==> src/rtl/fetch_unit.sv <==
// Instruction fetch unit: one outstanding memory read, single-entry
// instruction holding register toward the decoder, halt and redirect control.
module fetch_unit #(
    parameter logic [31:0] RESET_PC = 32'h0000_0000
) (
    input  logic        clock,
    input  logic        reset,
    input  logic        halt,
    input  logic        redirect,
    input  logic [31:0] redirect_pc,
    output logic        mem_req,
    output logic [31:0] mem_addr,
    input  logic        mem_ack,
    input  logic [31:0] mem_rdata,
    output logic        instr_valid,
    output logic [31:0] instr,
    output logic [31:0] instr_pc,
    input  logic        instr_ready
);

    typedef enum logic [1:0] {
        StFetch,
        StHold,
        StHalted
    } state_e;

    localparam logic [31:0] ResetPcAligned = RESET_PC & 32'hFFFF_FFFC;

    state_e      state_q, state_d;
    logic [31:0] pc_q, pc_d;
    logic [31:0] instr_q, instr_d;
    logic [31:0] instr_pc_q, instr_pc_d;

    // Next-state: reset beats redirect, redirect beats every normal transition.
    always_comb begin
        state_d    = state_q;
        pc_d       = pc_q;
        instr_d    = instr_q;
        instr_pc_d = instr_pc_q;
        if (reset) begin
            state_d    = halt ? StHalted : StFetch;
            pc_d       = ResetPcAligned;
            instr_d    = 32'h0;
            instr_pc_d = 32'h0;
        end else if (redirect) begin
            // Any ack arriving this cycle belongs to the old stream and is dropped.
            state_d = halt ? StHalted : StFetch;
            pc_d    = redirect_pc & 32'hFFFF_FFFC;
        end else begin
            unique case (state_q)
                StFetch: begin
                    // Halt is not checked here so an issued request always completes.
                    if (mem_ack) begin
                        instr_d    = mem_rdata;
                        instr_pc_d = pc_q;
                        pc_d       = pc_q + 32'd4;
                        state_d    = StHold;
                    end
                end
                StHold: begin
                    if (instr_ready) begin
                        state_d = halt ? StHalted : StFetch;
                    end
                end
                StHalted: begin
                    if (!halt) begin
                        state_d = StFetch;
                    end
                end
                default: state_d = StFetch;
            endcase
        end
    end

    // State and datapath registers; reset handled in the next-state logic.
    always_ff @(posedge clock) begin
        state_q    <= state_d;
        pc_q       <= pc_d;
        instr_q    <= instr_d;
        instr_pc_q <= instr_pc_d;
    end

    // Outputs decoded purely from registers.
    always_comb begin
        mem_req     = (state_q == StFetch);
        mem_addr    = pc_q;
        instr_valid = (state_q == StHold);
        instr       = instr_q;
        instr_pc    = instr_pc_q;
    end

endmodule
==> config.mk <==
export PLATFORM = sky130hd
export DESIGN_NAME = fetch_unit
export DESIGN_NICKNAME = d
export VERILOG_FILES = /design/src/rtl/fetch_unit.sv
export SDC_FILE = /design/constraint.sdc
export NUM_CORES = 1
export LEC_CHECK = 0
export ABC_CLOCK_PERIOD_IN_PS = 2500
export CORE_MARGIN = 2
export CORE_UTILIZATION = 44
export DETAILED_ROUTE_END_ITERATION = 8
export PLACE_DENSITY = 0.81
export SLEW_MARGIN = 20
export SYNTH_ARGS = -nofsm -noshare
export SYNTH_HDL_FRONTEND = slang
export SYNTH_SLANG_ARGS = --single-unit
==> constraint.sdc <==
create_clock -name clock -period 2.5 [get_ports clock]
set_clock_uncertainty 0.2 [all_clocks]
set_input_delay 0.5 -clock clock [delete_from_list [all_inputs] [get_ports clock]]
set_output_delay 0.5 -clock clock [all_outputs]
set_load 0.005 [all_outputs]
==> reports/qor.yml, run 1 <==
power_and_ir_drop:
  power_density_nw_per_um2: 520
  peakVddDrop_v: 0.000303
  leakagePower_uw: 0.00214
floorplanning:
  die-area_um2: 10300
  die_h_um: 102
  fp.dieW_um: 102
  ioPinCount: 168
  rows: 35
  initial_core_util: 0.454
  core_um2: 9240
global_routing:
  antenna_found_initial: 0
  grt_max_degree: 63
  grt_pass1_wl_um: 19200
  grt_overflow: 0
  grt_pass1_vias: 3982
  grtUsageTotal: 0.234
setup_path:
  critical-path-top-delay-family: "compound AO/OA/AOI/OAI gates"
  cp.required_ns: 2.54
  worstPathArrival_ns: 2.40
  cp_max_fo: 9
  start_kind: "primary input"
  cp_slowest_cell: "clkdlybuf4s50_1"
  crit_path_end_kind: "flip-flop"
  setup.worst_path.class: "primary input to flip-flop"
  crit_buf_inv: 2
  slowest_delay_ns: 0.55
  path_cells: "clkdlybuf4s50_1 > and4bb_2 > nand4_1 > buf_4 > o41a_1 > a2111oi_0"
cts:
  post_cts_buffers: 0
  cts_sinks: 94
  cts_tree: "built"
  root_buffer: "clkbuf_8"
  htreeDepth: 3
  cts.repair.resized: 0
  max-clock-path-buffers: 2
  cts.reportedPaths.clkPinSlew_ns: 0.09
  hold_buffers: 0
  clock_latency_ns: 0.37
  numCtsBuffers: 9
synth:
  yosys-top-cells-area: "dfxtp_1, nand2_1, a21oi_1"
  synth_warnings: 0
  yosys_register_bits: 94
  synthFlopType: "dfxtp_1"
  synthDistinctLibCells: 51
  syn_area_um2: 4200
  syn_area_per_cell_um2: 8.04
  synthCells: 522
  synth-edff-count: 2
  synth_top_area_share: 0.439
  synth_seq_area_share: 0.453
  postSynth.asyncResetShare: 0
  synth_top_area_cell: "dfxtp_1"
timing:
  rsz0062_at_grt: "no"
  min_period_ns: 2.36
  hold_viol_final: 0
  drv_slew: 0
  timing.final.ws_setup_ns: 0.139
  period_share: 0.945
  fin_hold_ws_ns: 0.258
  setup-violations-final: 0
  fmaxAchievable_mhz: 423
placed_design:
  place.gp.congestion: 0.856
  hpwlAfterDp_um: 9010
  numPortBuffers: 161
  dp_slack_ns: -0.216
status:
  status: "complete, no violations"
detailed_routing:
  drc: 0
  via_per_inst: 5.38
  drt_iter0_drc: 278
  post_drt_wl_per_cell_um: 15.4
  wirelength_um: 12500
  via_count: 4370
  drtAntennaViolNets: 0
  first_pass_iters: 5
finish:
  layout-drive-gt1-share: 0.0820
  area_growth_pct: 48.1
  antennaDiodeCount: 0
  fin_nets: 750
min_path:
  hold_path_class: "flip-flop to flip-flop"
job:
  maxCapViolations: 0
-- per-layer routing --
layer | track usage | routed length (um)
met1 | 0.301 | 5140
met2 | 0.381 | 6050
met3 | 0.0587 | 1050
met4 | 0.0811 | 270
met5 | 0 | 0
-- flip-flops by register name, indices dropped and copies added (netlist names) --
name,cells
instr,32
instr_pc,30
state_q,2
mem_addr,30
-- layout by cell type (no fill, tap or decap), types with 5 or more instances in the layout --
cell / Yosys / layout
a2111oi_0: 7 / 7
a211oi_1: 14 / 14
a21oi_1: 64 / 64
and4_1: 13 / 13
buf_4: 4 / 22
clkbuf_8: 0 / 10
clkdlybuf4s50_1: 0 / 160
dfxtp_1: 92 / 92
inv_1: 10 / 10
nand2_1: 139 / 138
nand3_1: 16 / 16
nand4_1: 5 / 5
nor2_1: 31 / 31
nor2b_1: 5 / 5
nor4_1: 10 / 10
xnor2_1: 5 / 5
xor2_1: 5 / 5
-- final timing paths --
| kind | from | to | slack, ns | depth (start not counted) |
|---|---|---|---|---|
| max | mem_ack | mem_addr[24]$_SDFFE_PP0P_ | 0.14 | 6 |
| min | instr[0]$_SDFFE_PP0P_ | instr[0]$_SDFFE_PP0P_ | 0.26 | 2 |
| max reg2reg | mem_addr[2]$_SDFFE_PP0P_ | mem_addr[24]$_SDFFE_PP0P_ | 0.20 | 6 |
| min reg2reg | instr[0]$_SDFFE_PP0P_ | instr[0]$_SDFFE_PP0P_ | 0.26 | 2 |
-- cells in the mapped netlist (all sizes together), types with 8 or more instances --
library cell / instances
clkbuf: 23
nor4: 10
nor2: 31
nand3: 16
buf: 19
nand4: 8
a211oi: 14
a2111oi: 11
and4: 13
dfxtp: 92
inv: 10
a21oi: 64
nand2: 139
-- final cells by class --
cell class / count / area (um^2)
clock buffer: 10 / 138
clock inverter: 5 / 66.3
fill: 767 / 3020
inverter: 10 / 37.5
multi-input combinational: 379 / 2080
sequential: 94 / 1900
tap: 129 / 161
timing repair buffer: 185 / 1830
-- stage by stage --
stage	area, um^2	utilization	std cells	power, uW	TNS (ns)
finish	6220	0.673	812	3230	0
floorplan	4210	-	525	1890	0
CTS	6220	0.673	812	3260	0
detailed placement	6010	0.651	797	2210	-0.586
global route	6220	0.673	812	3370	0
global placement	6010	0.651	797	2200	-0.216
-- power breakdown --
group / total, uW / switching, uW / internal [uW]
sequential: 1660 / 90.0 / 1570
clock: 1060 / 557 / 498
combinational: 515 / 209 / 306
-- logic make-up (layout without fill, tap and decap cells) --
kind of cell	count (synthesis)	count (layout)	share of synthesized area
flip-flops	94	94	0.453
AO/OA/AOI/OAI	111	111	0.171
buffers and inverters	52	210	0.0537
other	1	4	0.000894
multiplexers	2	2	0.00537
XOR/XNOR	10	10	0.0209
AND/OR/NAND/NOR	251	251	0.292
adder cells (fa/ha/maj)	1	1	0.00298
-- worst reg2reg max path, cell delays in order (launching register included) --
cell and delay [ns]:
dfxtp_1 0.48, ha_1 0.18, and4bb_2 0.24, nand4_1 0.12, buf_4 0.20, o41a_1 0.37
a2111oi_0 0.39
No activity file was read; power rests on OpenSTA's default activity.
==> inputs of run 2 (changes only) <==
==> constraint.sdc (replaced) <==
create_clock -name clock -period 2.5 [get_ports clock]
set_clock_uncertainty 0.2 [all_clocks]
set_input_delay 0.75 -clock clock [delete_from_list [all_inputs] [get_ports clock]]
set_output_delay 0.75 -clock clock [all_outputs]
set_load 0.005 [all_outputs]
==> reports/qor.yml, run 2 (same netlist as run 1, synthesis figures left out) <==
detailed_routing:
  wirelength_um: 12600  # was 12500 um
  drc: 0  # unchanged
  via_count: 4430  # was 4370
  drt_iter0_drc: 291  # was 278
  first_pass_iters: 5  # unchanged
  drtAntennaViolNets: 0  # unchanged
  via_per_inst: 5.42  # was 5.38
  post_drt_wl_per_cell_um: 15.3  # was 15.4 um
cts:
  max-clock-path-buffers: 2  # unchanged
  htreeDepth: 3  # unchanged
  numCtsBuffers: 9  # unchanged
  cts_sinks: 94  # unchanged
  cts_tree: "built"  # unchanged
  cts.reportedPaths.clkPinSlew_ns: 0.09  # about the same
  hold_buffers: 0  # unchanged
  clock_latency_ns: 0.36  # was 0.37 ns
  root_buffer: "clkbuf_8"  # unchanged
global_routing:
  grt_max_degree: 72  # was 63
  grtUsageTotal: 0.241  # was 0.234
  antenna_found_initial: 0  # unchanged
  grt_pass1_vias: 4086  # was 3982
  grt_pass1_wl_um: 20000  # was 19200 um
  grt_overflow: 0  # unchanged
timing:
  min_period_ns: 2.42  # was 2.36 ns
  fmaxAchievable_mhz: 413  # was 423 MHz
  period_share: 0.970  # was 0.945
  worstMarginPinSlew_ns: 0.522
  timing.final.ws_setup_ns: 0.0759  # was 0.139 ns
  setup-violations-final: 0  # unchanged
  drv_slew: 0  # unchanged
  fin_hold_ws_ns: 0.257  # was 0.258 ns
  hold_viol_final: 0  # unchanged
  tns_ns: 0  # unchanged
  slew_headroom: 0.651
  rsz0062_at_grt: "no"  # unchanged
power_and_ir_drop:
  leakagePower_uw: 0.00217  # was 0.00214 uW
  peakVddDrop_v: 0.000343  # was 0.000303 V
  power_density_nw_per_um2: 502  # was 520 nW/um^2
min_path:
  hold_path_class: "flip-flop to flip-flop"  # unchanged
finish:
  fin_nets: 755  # was 750
  antennaDiodeCount: 0  # unchanged
  layout_common_cells: "clkdlybuf4s50_1, nand2_1, dfxtp_1, a21oi_1, nor2_1"  # unchanged
  final_core_util: 0.677  # was 0.673
  layout-drive-gt1-share: 0.0914  # was 0.0820
  area_growth_pct: 49.1  # was 48.1%
  largest_reg_flops: 32  # unchanged
  fillCellCount: 720  # was 767
  final_common_cell: "clkdlybuf4s50_1"  # unchanged
setup_path:
  start_kind: "flip-flop"  # was primary input
  critical-path-top-delay-family: "buffers and inverters"  # was compound AO/OA/AOI/OAI gates
  cp.required_ns: 1.55  # was 2.54 ns
  setup.worst_path.class: "flip-flop to output pin"  # was primary input to flip-flop
  rrSetupSlack_ns: 0.31  # was 0.20 ns
  slowest_delay_ns: 0.52  # was 0.55 ns
  crit_buf_inv: 1  # was 2
  cp_max_fo: 3  # was 9
  cp_slowest_cell: "clkdlybuf4s50_1"  # unchanged
  crit_path_end_kind: "output pin"  # was flip-flop
  worstPathArrival_ns: 1.47  # was 2.40 ns
  path_cells: "nor2b_1 > clkdlybuf4s50_1"  # was clkdlybuf4s50_1 > and4bb_2 > nand4_1 > buf_4 > o41a_1 > a2111oi_0
floorplanning:
  fp.dieW_um: 102  # unchanged
  initial_core_util: 0.454  # unchanged
  die-area_um2: 10300  # unchanged
  rows: 35  # unchanged
  core_um2: 9240  # unchanged
  die_h_um: 102  # unchanged
  ioPinCount: 168  # unchanged
placed_design:
  hpwlAfterDp_um: 8940  # was 9010 um
  place.gp.congestion: 0.850  # was 0.856
  numPortBuffers: 161  # unchanged
  dp_slack_ns: -0.476  # was -0.216 ns
job:
  maxCapViolations: 0  # unchanged
status:
  status: "complete, no violations"  # unchanged
run 2: metrics by stage:
| stage | power, uW | instance area (um^2) | std cells |
|---|---|---|---|
| 3_3_place_gp | 2200 | 6050 | 800 |
| 6_report | 3140 | 6260 | 818 |
| 5_1_grt | 3280 | 6260 | 818 |
| 2_1_floorplan | 1890 | 4210 | 525 |
| 3_5_place_dp | 2220 | 6050 | 800 |
| 4_1_cts | 3160 | 6250 | 818 |
run 2: worst paths after layout:
path	start	to	cells past startpoint
setup reg to reg	mem_addr[17]$_SDFFE_PP0P_	mem_addr[26]$_SDFFE_PP0P_	4
hold / removal	instr_pc[7]$_SDFFE_PP0P_	instr_pc[7]$_SDFFE_PP0P_	2
hold reg to reg	instr_pc[7]$_SDFFE_PP0P_	instr_pc[7]$_SDFFE_PP0P_	2
setup / recovery	state_q[1]$_DFFE_PP_	instr_valid	2
run 2: report_power, final:
part	switching [uW]	leakage, uW	total [uW]	internal, uW
combinational	217	0.00130	534	317
clock	549	0.0000901	948	399
sequential	86.9	0.000774	1660	1570
run 2: layout make-up:
cell class / count / area, um^2 / share of cell area
Sequential cell: 94 / 1900 / 0.304
Inverter: 10 / 37.5 / 0.00600
Tap cell: 129 / 161 / 0.0258
Clock buffer: 11 / 141 / 0.0226
Multi-Input combinational cell: 379 / 2090 / 0.335
Timing Repair Buffer: 190 / 1880 / 0.300
Clock inverter: 5 / 42.5 / 0.00680
run 2: worst register-to-register path: stages (launching register included):
cell       delay, ns
dfxtp_1         0.48
nand4_2         0.23
or4_4           0.61
or2_1           0.27
a2111oi_2       0.31
run 2: per-layer routing:
| metal | part of all wire | wire (um) | vias to the layer above | global-route usage |
|---|---|---|---|---|
| li1 | - | - | 2143 | - |
| met1 | 0.42 | 5240 | 2068 | 0.319 |
| met2 | 0.48 | 6040 | 184 | 0.381 |
| met3 | 0.075 | 947 | 35 | 0.0552 |
| met4 | 0.026 | 328 | 0 | 0.0988 |
| met5 | 0 | 0 | - | 0 |
run 2: what timing repair did:
item / 4_1_cts / 5_1_grt
buffers inserted: 2 / 0
endpoints found under the setup margin: 2 / 4
resized for setup: 2 / 3
==> inputs of run 3 (changes only) <==
Settings changed: ABC_AREA from default to 1, PLACE_DENSITY 0.81 to 0.8.
==> reports/qor.yml, run 3 <==
status:
  status: "complete, no violations"  # unchanged
finish:
  fin_nets: 888  # was 755
  area_growth_pct: 45.6  # was 49.1%
  final_common_cell: "clkdlybuf4s50_1"  # unchanged
  layout_common_cells: "clkdlybuf4s50_1, nand2_1, nor2_1, dfxtp_1, o21ai_0"  # was clkdlybuf4s50_1, nand2_1, dfxtp_1, a21oi_1, nor2_1
  fillCellCount: 888  # was 720
  antennaDiodeCount: 0  # unchanged
  fin_cells: 955  # was 818
  largest_reg_flops: 32  # unchanged
  layout-drive-gt1-share: 0.0803  # was 0.0914
placed_design:
  place.gp.congestion: 0.988  # was 0.850
  numPortBuffers: 161  # unchanged
  hpwlAfterDp_um: 10700  # was 8940 um
  placedCellCount: 937  # was 800
detailed_routing:
  via_count: 4922  # was 4430
  first_pass_iters: 5  # unchanged
  drt_iter0_drc: 282  # was 291
  drtAntennaViolNets: 0  # unchanged
  drc: 0  # unchanged
  via_per_inst: 5.15  # was 5.42
  post_drt_wl_per_cell_um: 15.1  # was 15.3 um
  wirelength_um: 14400  # was 12600 um
synth:
  synth_seq_area_share: 0.427  # was 0.453
  synth_top_area_share: 0.413  # was 0.439
  synth_warnings: 0  # unchanged
  yosys_register_bits: 94  # unchanged
  synthAdderAreaFrac: 0.00281  # was 0.00298
  synthMuxAreaShare: 0  # was 0.00537
  synth-edff-count: 2  # unchanged
  synthFlopType: "dfxtp_1"  # unchanged
  synthCells: 649  # was 522
  synth_top_family_by_area: "simple AND/OR/NAND/NOR gates"  # unchanged
  synth.most_common_cell: "nand2_1"  # unchanged
  yosys.area_share.simple: 0.323  # was 0.292
  synth_top_area_cell: "dfxtp_1"  # unchanged
  synth_compound_area_frac: 0.153  # was 0.171
  yosys-top-cells-area: "dfxtp_1, nand2_1, nor2_1"  # was dfxtp_1, nand2_1, a21oi_1
  syn_area_um2: 4450  # was 4200 um^2
  netlist_top_cells_count: "nand2_1, nor2_1, dfxtp_1"  # was nand2_1, dfxtp_1, a21oi_1
  synthDistinctLibCells: 36  # was 51
  postSynth.asyncResetShare: 0  # unchanged
  synth-xor-area-share: 0  # was 0.0209
  syn_area_per_cell_um2: 6.86  # was 8.04 um^2
power_and_ir_drop:
  power_density_nw_per_um2: 519  # was 502 nW/um^2
  leakagePower_uw: 0.00262  # was 0.00217 uW
  peakVddDrop_v: 0.000324  # was 0.000343 V
setup_path:
  rrSetupSlack_ns: 0.46  # was 0.31 ns
  cp.required_ns: 1.55  # about the same
  r2r_start: "mem_addr[14]$_SDFFE_PP0P_"  # was mem_addr[17]$_SDFFE_PP0P_
  worstPathArrival_ns: 1.51  # was 1.47 ns
  start_kind: "flip-flop"  # unchanged
  cp_max_fo: 3  # unchanged
  reg2reg_depth: 7  # was 4
  r2r-end: "mem_addr[16]$_SDFFE_PP0P_"  # was mem_addr[26]$_SDFFE_PP0P_
  setup.worst_path.class: "flip-flop to output pin"  # unchanged
  crit_path_end_kind: "output pin"  # unchanged
floorplanning:
  fp.dieW_um: 105  # was 102 um
  die_h_um: 105  # was 102 um
  core_um2: 9820  # was 9240 um^2
  rows: 36  # was 35
  ioPinCount: 168  # unchanged
  die-area_um2: 10900  # was 10300 um^2
  initial_core_util: 0.454  # about the same
cts:
  max-clock-path-buffers: 2  # unchanged
  cts_sinks: 94  # unchanged
  cts_tree: "built"  # unchanged
  root_buffer: "clkbuf_8"  # unchanged
  numCtsBuffers: 9  # unchanged
  clock_latency_ns: 0.37  # was 0.36 ns
  cts.reportedPaths.clkPinSlew_ns: 0.09  # about the same
  htreeDepth: 3  # unchanged
timing:
  period_share: 0.984  # was 0.970
  drv_slew: 0  # unchanged
  tns_ns: 0  # unchanged
  setup-violations-final: 0  # unchanged
  hold_viol_final: 0  # unchanged
  rsz0062_at_grt: "no"  # unchanged
  fin_hold_ws_ns: 0.263  # was 0.257 ns
  min_period_ns: 2.46  # was 2.42 ns
  fmaxAchievable_mhz: 407  # was 413 MHz
global_routing:
  grt_pass1_wl_um: 23600  # was 20000 um
  grt_overflow: 0  # unchanged
  grt_pass1_vias: 4833  # was 4086
  grtUsageTotal: 0.265  # was 0.241
  grt_max_degree: 38  # was 72
  antenna_found_initial: 0  # unchanged
min_path:
  hold_path_class: "flip-flop to flip-flop"  # unchanged
  hold-path-endpoint: "instr_pc[18]$_SDFFE_PP0P_"  # was instr_pc[7]$_SDFFE_PP0P_
  hold_start: "instr_pc[18]$_SDFFE_PP0P_"  # was instr_pc[7]$_SDFFE_PP0P_
  holdPathStages: 2  # unchanged
job:
  maxCapViolations: 0  # unchanged
## run 3: metrics by stage
stage | worst slack, ns | util | cell area (um^2) | total power (uW)
6_report | 0.0412 | 0.661 | 6490 | 3370
5_1_grt | 0.00589 | 0.661 | 6490 | 3520
4_1_cts | 0.0145 | 0.659 | 6470 | 3370
3_5_place_dp | -0.0140 | 0.640 | 6280 | 2390
3_3_place_gp | 0.0278 | 0.640 | 6280 | 2370
2_1_floorplan | 0.514 | - | 4470 | 1980
## run 3: repair_timing
item                       in CTS  in global routing
setup endpoints to repair       1                  2
hold buffers                    0                  0
resized for setup               1                  1
pin swaps                       1                  2
buffers inserted                0                  2
## run 3: where the power goes
part,internal [uW],switching (uW)
registers,1600,88.2
logic,377,300
clock network,466,533
## run 3: routing by layer
layer,up-vias,global-route usage,part of all wire
met4,0,0.0838,0.013
met3,15,0.0848,0.10
met1,2264,0.320,0.40
met5,-,0,0
li1,2413,-,-
met2,230,0.448,0.48
## run 3: worst max-delay path, stage by stage (launching register included)
cell,delay [ns]
edfxtp_1,0.44
nor2_4,0.18
clkdlybuf4s50_1,0.52
## run 3: layout make-up
cell class	instances	area, um^2	share of cell area
clock inverters	3	43.8	0.00675
clock buffers	13	139	0.0214
flip-flops and latches	94	1900	0.293
repair buffers	190	1870	0.288
multi-input cells	465	2150	0.332
inverters	57	214	0.0330
well taps	133	166	0.0257
## run 3: cells by family after synthesis
logic type / Yosys count
and+or+nand+nor: 339
AOI/OAI and AO/OA: 121
DFF: 94
buffers and inverters: 93
adders and majority gates: 1
other: 1
## run 3: worst max-delay path by stage
stage | end | startpoint | depth (start not counted)
floorplan | mem_addr[12]$_SDFFE_PP0P_ | redirect | 9
CTS | instr_valid | state_q[1]$_DFFE_PP_ | 2
detailed placement | mem_addr[14]$_SDFFE_PP0P_ | redirect | 8
global placement | mem_addr[27]$_SDFFE_PP0P_ | redirect | 9
global route | mem_req | state_q[1]$_DFFE_PP_ | 2
finish | mem_req | state_q[1]$_DFFE_PP_ | 2
